## src/rtl/race_game_fsm_if.sv

```systemverilog
// ---------------------------------------------------------------------------
// race_game_fsm_if
// Bundles the pixel-stream inputs, the register-bank start/status signals and
// (optionally) the crash interrupt of race_game_fsm.
//
// Signals
//   pix_row, pix_col    : current pixel coordinates from the display pipeline
//   video_on            : visible-region qualifier
//   player_car_in       : player layer RGB (12'h000 = transparent)
//   moving_cars_in      : traffic layer RGB (12'h000 = transparent)
//   start               : level signal from the register bank (rising edge used)
//   game_state          : 0 = IDLE, 1 = RUN, 2 = CRASH
//   crash               : high while in CRASH
//   score               : RUN frames completed, saturating
//   level               : 0..3, saturating
//   frame_tick          : one-cycle pulse at each frame end
//   crash_irq, irq_clr  : sticky crash interrupt and its clear
//                         (only when CRASH_IRQ_EN is defined)
//
// Modports
//   master : the driving side (display pipeline / register bank / bench)
//   slave  : the game-control block
//
// Optional feature macro: CRASH_IRQ_EN
// ---------------------------------------------------------------------------
interface race_game_fsm_if;
  logic [9:0]  pix_row;
  logic [9:0]  pix_col;
  logic        video_on;
  logic [11:0] player_car_in;
  logic [11:0] moving_cars_in;
  logic        start;
  logic [1:0]  game_state;
  logic        crash;
  logic [15:0] score;
  logic [1:0]  level;
  logic        frame_tick;
`ifdef CRASH_IRQ_EN
  logic        crash_irq;
  logic        irq_clr;
`endif

  modport master (
    output pix_row, pix_col, video_on, player_car_in, moving_cars_in, start,
`ifdef CRASH_IRQ_EN
    output irq_clr,
    input  crash_irq,
`endif
    input  game_state, crash, score, level, frame_tick
  );

  modport slave (
    input  pix_row, pix_col, video_on, player_car_in, moving_cars_in, start,
`ifdef CRASH_IRQ_EN
    input  irq_clr,
    output crash_irq,
`endif
    output game_state, crash, score, level, frame_tick
  );
endinterface

```

## src/rtl/race_game_fsm.sv

```systemverilog
// ---------------------------------------------------------------------------
// race_game_fsm
// Game-control stage on the VGA pixel clock. Registers the per-pixel layer
// outputs, counts player/traffic overlap per frame, runs the IDLE/RUN/CRASH
// state machine, keeps a saturating per-frame score and a 2-bit speed level.
//
// Ports
//   clk    : VGA pixel clock (only clock)
//   rst_n  : asynchronous active-low reset
//   bus    : race_game_fsm_if.slave (pixel inputs, start, status outputs)
//
// Parameters
//   ACTIVE_ROWS  : first non-visible row; frame end is its rising crossing
//   OVERLAP_MIN  : overlapping pixels per frame that count as a crash
//   LEVEL_FRAMES : clean RUN frames per level step
//   CRASH_FRAMES : frame ticks spent in CRASH before returning to IDLE
//
// Optional feature macro: CRASH_IRQ_EN (adds sticky crash_irq / irq_clr)
// ---------------------------------------------------------------------------
module race_game_fsm #(
  parameter int ACTIVE_ROWS  = 480,
  parameter int OVERLAP_MIN  = 4,
  parameter int LEVEL_FRAMES = 1800,
  parameter int CRASH_FRAMES = 120
) (
  input  logic            clk,
  input  logic            rst_n,
  race_game_fsm_if.slave  bus
);

  typedef enum logic [1:0] {
    ST_IDLE  = 2'd0,
    ST_RUN   = 2'd1,
    ST_CRASH = 2'd2
  } state_t;

  localparam logic [9:0]  ROW_LIMIT   = 10'(ACTIVE_ROWS);
  localparam logic [15:0] OVL_MIN_C   = 16'(OVERLAP_MIN);
  localparam logic [15:0] LEVEL_C     = 16'(LEVEL_FRAMES);
  localparam logic [15:0] CRASH_C     = 16'(CRASH_FRAMES);

  // Input stage (the column is not needed by any decision, so it is not kept)
  logic [9:0]  row_q;
  logic        video_on_q;
  logic [11:0] player_q;
  logic [11:0] traffic_q;
  logic        start_q;
  logic        start_prev_q;

  // Frame-end detection
  logic        row_ge_q;
  logic        frame_tick_q;

  // Game state
  state_t      state_q, state_d;
  logic        crash_q, crash_d;
  logic [15:0] score_q, score_d;
  logic [1:0]  level_q, level_d;
  logic [15:0] ovl_cnt_q, ovl_cnt_d;
  logic [15:0] lvl_cnt_q, lvl_cnt_d;
  logic [15:0] crash_cnt_q, crash_cnt_d;

  logic        row_ge;
  logic        ovl_pix;
  logic        start_rise;

  assign row_ge     = (row_q >= ROW_LIMIT);
  assign ovl_pix    = video_on_q && (player_q != 12'h000) && (traffic_q != 12'h000);
  assign start_rise = start_q && !start_prev_q;

  always_ff @(posedge clk or negedge rst_n) begin
    if (!rst_n) begin
      row_q        <= '0;
      video_on_q   <= 1'b0;
      player_q     <= '0;
      traffic_q    <= '0;
      start_q      <= 1'b0;
      start_prev_q <= 1'b0;
      row_ge_q     <= 1'b0;
      frame_tick_q <= 1'b0;
      state_q      <= ST_IDLE;
      crash_q      <= 1'b0;
      score_q      <= '0;
      level_q      <= '0;
      ovl_cnt_q    <= '0;
      lvl_cnt_q    <= '0;
      crash_cnt_q  <= '0;
    end else begin
      row_q        <= bus.pix_row;
      video_on_q   <= bus.video_on;
      player_q     <= bus.player_car_in;
      traffic_q    <= bus.moving_cars_in;
      start_q      <= bus.start;
      start_prev_q <= start_q;
      row_ge_q     <= row_ge;
      // One pulse per frame: only the rising crossing of the active limit
      frame_tick_q <= row_ge && !row_ge_q;
      state_q      <= state_d;
      crash_q      <= crash_d;
      score_q      <= score_d;
      level_q      <= level_d;
      ovl_cnt_q    <= ovl_cnt_d;
      lvl_cnt_q    <= lvl_cnt_d;
      crash_cnt_q  <= crash_cnt_d;
    end
  end

  always_comb begin
    state_d     = state_q;
    score_d     = score_q;
    level_d     = level_q;
    lvl_cnt_d   = lvl_cnt_q;
    crash_cnt_d = crash_cnt_q;

    // The count for a frame is consumed at frame_tick, then restarts
    if (frame_tick_q) begin
      ovl_cnt_d = '0;
    end else if (ovl_pix && (ovl_cnt_q != 16'hFFFF)) begin
      ovl_cnt_d = ovl_cnt_q + 16'd1;
    end else begin
      ovl_cnt_d = ovl_cnt_q;
    end

    case (state_q)
      ST_IDLE: begin
        // Start edge beats a coincident frame_tick: that tick is not scored
        if (start_rise) begin
          state_d     = ST_RUN;
          score_d     = '0;
          level_d     = '0;
          lvl_cnt_d   = '0;
          crash_cnt_d = '0;
          ovl_cnt_d   = '0;
        end
      end
      ST_RUN: begin
        if (frame_tick_q) begin
          if (ovl_cnt_q >= OVL_MIN_C) begin
            state_d     = ST_CRASH;
            crash_cnt_d = '0;
          end else begin
            if (score_q != 16'hFFFF) begin
              score_d = score_q + 16'd1;
            end
            if ((lvl_cnt_q + 16'd1) == LEVEL_C) begin
              lvl_cnt_d = '0;
              if (level_q != 2'd3) begin
                level_d = level_q + 2'd1;
              end
            end else begin
              lvl_cnt_d = lvl_cnt_q + 16'd1;
            end
          end
        end
      end
      ST_CRASH: begin
        if (frame_tick_q) begin
          if ((crash_cnt_q + 16'd1) == CRASH_C) begin
            state_d     = ST_IDLE;
            crash_cnt_d = '0;
          end else begin
            crash_cnt_d = crash_cnt_q + 16'd1;
          end
        end
      end
      default: begin
        state_d = ST_IDLE;
      end
    endcase

    // Registered from the next state so crash tracks game_state exactly
    crash_d = (state_d == ST_CRASH);
  end

`ifdef CRASH_IRQ_EN
  logic irq_clr_q;
  logic crash_irq_q, crash_irq_d;
  logic irq_set;

  assign irq_set = (state_q == ST_RUN) && (state_d == ST_CRASH);

  // Set has priority over a clear in the same cycle
  always_comb begin
    crash_irq_d = crash_irq_q;
    if (irq_set) begin
      crash_irq_d = 1'b1;
    end else if (irq_clr_q) begin
      crash_irq_d = 1'b0;
    end
  end

  always_ff @(posedge clk or negedge rst_n) begin
    if (!rst_n) begin
      irq_clr_q   <= 1'b0;
      crash_irq_q <= 1'b0;
    end else begin
      irq_clr_q   <= bus.irq_clr;
      crash_irq_q <= crash_irq_d;
    end
  end

  assign bus.crash_irq = crash_irq_q;
`endif

  assign bus.game_state = state_q;
  assign bus.crash      = crash_q;
  assign bus.score      = score_q;
  assign bus.level      = level_q;
  assign bus.frame_tick = frame_tick_q;

endmodule

```

## src/flat_wrapper.sv

```systemverilog
// flat-port wrapper written by rule: the top's interface ports become plain ports
module race_game_fsm_flat 
#(
  parameter int ACTIVE_ROWS  = 480,
  parameter int OVERLAP_MIN  = 4,
  parameter int LEVEL_FRAMES = 1800,
  parameter int CRASH_FRAMES = 120
)
  (clk, rst_n, bus_pix_row, bus_pix_col, bus_video_on, bus_player_car_in, bus_moving_cars_in, bus_start, bus_game_state, bus_crash, bus_score, bus_level, bus_frame_tick);
  race_game_fsm_if bus_i ();
  input  logic clk;
  input  logic rst_n;
  input wire logic [$bits(bus_i.pix_row)-1:0] bus_pix_row;
  input wire logic [$bits(bus_i.pix_col)-1:0] bus_pix_col;
  input wire logic [$bits(bus_i.video_on)-1:0] bus_video_on;
  input wire logic [$bits(bus_i.player_car_in)-1:0] bus_player_car_in;
  input wire logic [$bits(bus_i.moving_cars_in)-1:0] bus_moving_cars_in;
  input wire logic [$bits(bus_i.start)-1:0] bus_start;
  output wire logic [$bits(bus_i.game_state)-1:0] bus_game_state;
  output wire logic [$bits(bus_i.crash)-1:0] bus_crash;
  output wire logic [$bits(bus_i.score)-1:0] bus_score;
  output wire logic [$bits(bus_i.level)-1:0] bus_level;
  output wire logic [$bits(bus_i.frame_tick)-1:0] bus_frame_tick;
  assign bus_i.pix_row = bus_pix_row;
  assign bus_i.pix_col = bus_pix_col;
  assign bus_i.video_on = bus_video_on;
  assign bus_i.player_car_in = bus_player_car_in;
  assign bus_i.moving_cars_in = bus_moving_cars_in;
  assign bus_i.start = bus_start;
  assign bus_game_state = bus_i.game_state;
  assign bus_crash = bus_i.crash;
  assign bus_score = bus_i.score;
  assign bus_level = bus_i.level;
  assign bus_frame_tick = bus_i.frame_tick;
  race_game_fsm #(.ACTIVE_ROWS(ACTIVE_ROWS), .OVERLAP_MIN(OVERLAP_MIN), .LEVEL_FRAMES(LEVEL_FRAMES), .CRASH_FRAMES(CRASH_FRAMES)) u_core (.clk(clk), .rst_n(rst_n), .bus(bus_i));
endmodule
```

## config.mk

```make
export PLATFORM = sky130hd
export DESIGN_NAME = race_game_fsm_flat
export DESIGN_NICKNAME = d
export VERILOG_FILES = /design/src/rtl/race_game_fsm_if.sv /design/src/rtl/race_game_fsm.sv /design/src/flat_wrapper.sv
export SDC_FILE = /design/constraint.sdc
export NUM_CORES = 1
export LEC_CHECK = 0
export ABC_AREA = 1
export ABC_CLOCK_PERIOD_IN_PS = 2300
export CORE_MARGIN = 2
export CORE_UTILIZATION = 63
export DETAILED_ROUTE_END_ITERATION = 8
export DONT_BUFFER_PORTS = 1
export PLACE_DENSITY_LB_ADDON = 0.08
export SLEW_MARGIN = 40
export SYNTH_ARGS = -nofsm -noshare
export SYNTH_HDL_FRONTEND = slang
export SYNTH_SLANG_ARGS = --single-unit
```

## constraint.sdc

```tcl
create_clock -name clk -period 2.3 [get_ports clk]
set_input_delay 0.345 -clock clk [delete_from_list [all_inputs] [get_ports clk]]
set_output_delay 0.345 -clock clk [all_outputs]
set_load 0.05 [all_outputs]
```

==> flow_summary.json <==
{
  "status": "finished, violations left",
  "violations": "hold timing",
  "gp_congestion": 0.905,
  "endpoint_kind": "flip-flop",
  "holdWs_ns": -0.346,
  "postSynthCellCount": 649,
  "seqCellArea_sq_um": 2580,
  "cp_data_arrival_time_ns": 2.40,
  "io_buffers": 0,
  "p_leak_nw": 2.68,
  "cp.required_ns": 2.59,
  "period_share": 0.918,
  "h-tree-depth": 3,
  "cpMaxStageDelayCell": "dfrtp_1",
  "fillers": 635,
  "fmax_mhz": 474,
  "fp.dieW_microns": 96.5,
  "grt_max_degree": 104,
  "cts.repair.resized": 0,
  "layout-drive-gt1-share": 0.125,
  "setup-violations-final": 0,
  "dp_slack_ns": 0.248,
  "grt_usage": 0.261,
  "cts_buffers": 9,
  "drtAntennaViolNets": 0,
  "clock_skew_ns": 0.0170,
  "internal-power_mw": 2.67,
  "netlist_area_sq_um": 5390,
  "std_cell_rows": 33,
  "final_cell_mix": "nand2_1, dfrtp_1, inv_1",
  "met2_usage": 0.459,
  "die_h_microns": 96.5,
  "cts_tree": "built",
  "crit_path_cell_trace": "ha_1, nand3_1, inv_2, nand4_2, nor2_2, nand3_1, nand3_2, inv_2, nand3_1, nand2_1, a21oi_1",
  "multi_input_area_sq_um": 2480,
  "tightest_slew_ns": 0.591,
  "cellPowerDensity_nw_per_um2": 712,
  "pwr-share-seq": 0.491,
  "grt-ovfl-total": 0,
  "io_pins": 70,
  "vias_per_cell": 5.50,
  "grt_pass1_wl_microns": 18800,
  "wl_per_cell_microns": 13.9,
  "syn_avg_cell_area_sq_um": 8.31,
  "combPwrFrac": 0.240,
  "synth_fp_nets": 704,
  "n_antenna_cell": 0,
  "antenna_found_initial": 0,
  "crit_fanout": 14,
  "layout.nets": 755,
  "grt_pass1_vias": 4304,
  "hpwl_microns": 7530,
  "power.total_mw": 4.37,
  "cts-hold-fix-buffers": 31,
  "die_area_sq_um": 9320,
  "cp-start-kind": "flip-flop",
  "cts_max_path_buffers": 2,
  "path_class": "reg2reg",
  "drc": 0,
  "areaGrowthSynthToFinish_pct": 13.9,
  "critPathBufInv": 2,
  "ys_warn_count": 0,
  "path_delay_family": "simple AND/OR/NAND/NOR gates",
  "fin_tns_setup_ns": 0,
  "cts_sinks": 103,
  "drv_slew": 0,
  "grt.met1_usage": 0.321,
  "fin_ws_ns": 0.188,
  "yosys_register_bits": 103,
  "cts_root_buf": "clkbuf_8",
  "post_cts_buffers": 0,
  "use_met3": 0.0628,
  "coreArea_sq_um": 8260,
  "maxCapViolCount": 0,
  "start_util": 0.653,
  "ir_worst_vdd_v": 0.000533,
  "synth_top_area_cell": "dfrtp_1",
  "clkPwrFrac": 0.269,
  "p_sw_mw": 1.70,
  "layout_commonest_cell": "nand2_1",
  "drt-total-wl_microns": 11200,
  "rsz0062_at_grt": "no",
  "drt_iter0_markers": 167,
  "slew_headroom": 0.605,
  "ys_seq_area_frac": 0.478,
  "synth_cell_types": 42,
  "min_period_ns": 2.11,
  "worstHoldPathType": "in2async",
  "clk_pin_slew_ns": 0.12,
  "synth_top_area_frac": 0.478,
  "placed_area_sq_um": 5610,
  "slowest_delay_ns": 0.46,
  "drt-pass1-iter-count": 4,
  "busiest_layer": "met2",
  "final_area_sq_um": 6140,
  "cpMostUsedCell": "nand3_1",
  "vias": 4458,
  "clk_latency_ns": 0.38,
  "hold_viol_final": 103,
  "netlist_top_cells_area": "dfrtp_1, nand2_1, nand3_1, inv_1, nor2_1",
  "swShare": 0.388
}
layout make-up:
type                       instances  area share
inverter                          69      0.0422
sequential                       103       0.420
multi-input combinational        465       0.404
clock inverter                     7      0.0163
clock buffer                       9      0.0202
timing repair buffer              52      0.0762
tap                              105      0.0214
synthesized netlist by cell type, drive strengths merged:
master and n:
nand2 186, dfrtp 103, nor2 68, inv 67
nand3 52, o21ai 29, xor2 23, a21oi 20
nor3 18, nand4 17, o31ai 13, buf 11
nor4 10, ha 7, o22ai 5, xnor2 5
nand3b 4, clkinv 2, o21bai 2, a21boi 1
a22o 1, a31oi 1, clkbuf 1, nor3b 1
nor4b 1, or2 1
power by group through the flow:
stage	combinational [mW]	clock (mW)	sequential, mW
finish	1.05	1.18	2.14
global route	1.16	1.26	2.17
CTS	1.05	1.20	2.14
detailed placement	1.00	0	2.18
global placement	0.966	0	2.17
floorplan	0.737	0	2.23
cell families (layout without fill, tap and decap cells):
logic type,after synthesis,count (layout),share of synthesized area
adders and majority gates,7,7,0.0162
and+or+nand+nor,358,358,0.313
DFF,103,103,0.478
xor gates and xnor gates,28,28,0.0483
buffers and inverters,81,137,0.0619
AOI/OAI and AO/OA,72,72,0.0826
routing by layer:
layer	share of wire	vias up
met5	0	-
li1	-	2227
met3	0.045	10
met1	0.44	2136
met4	0.012	0
met2	0.51	85
state kept, by name, summed over array words and instances (netlist names), 2 cells and up:
name / count
u_core.bus.game_state: 2
u_core.bus.score: 16
u_core.player_q: 12
u_core.bus.level: 2
u_core.crash_cnt_q: 16
u_core.ovl_cnt_q: 16
u_core.lvl_cnt_q: 16
u_core.row_q: 5
u_core.traffic_q: 12
stage by stage:
step                utilization  hold slack (ns)  instances
floorplan                     -           0.0494        649
global placement          0.679           0.0518        763
detailed placement        0.679           0.0523        763
CTS                       0.744           -0.365        810
global route              0.744           -0.370        810
finish                    0.744           -0.346        810
path summary, 6_finish.rpt:
path | depth (start not counted) | from | to | slack (ns)
max | 11 | u_core.ovl_cnt_q[0] | u_core.ovl_cnt_q[7] | 0.19
min | 0 | rst_n | u_core.crash_cnt_q[11] | -0.35
max reg2reg | 11 | u_core.ovl_cnt_q[0] | u_core.ovl_cnt_q[7] | 0.19
min reg2reg | 0 | u_core.start_q | u_core.start_prev_q | 0.41
max in group asynchronous | 0 | rst_n | u_core.lvl_cnt_q[12] | 2.42
min in group clk | 0 | u_core.start_q | u_core.start_prev_q | 0.41
(Power assumes the default switching activity.)
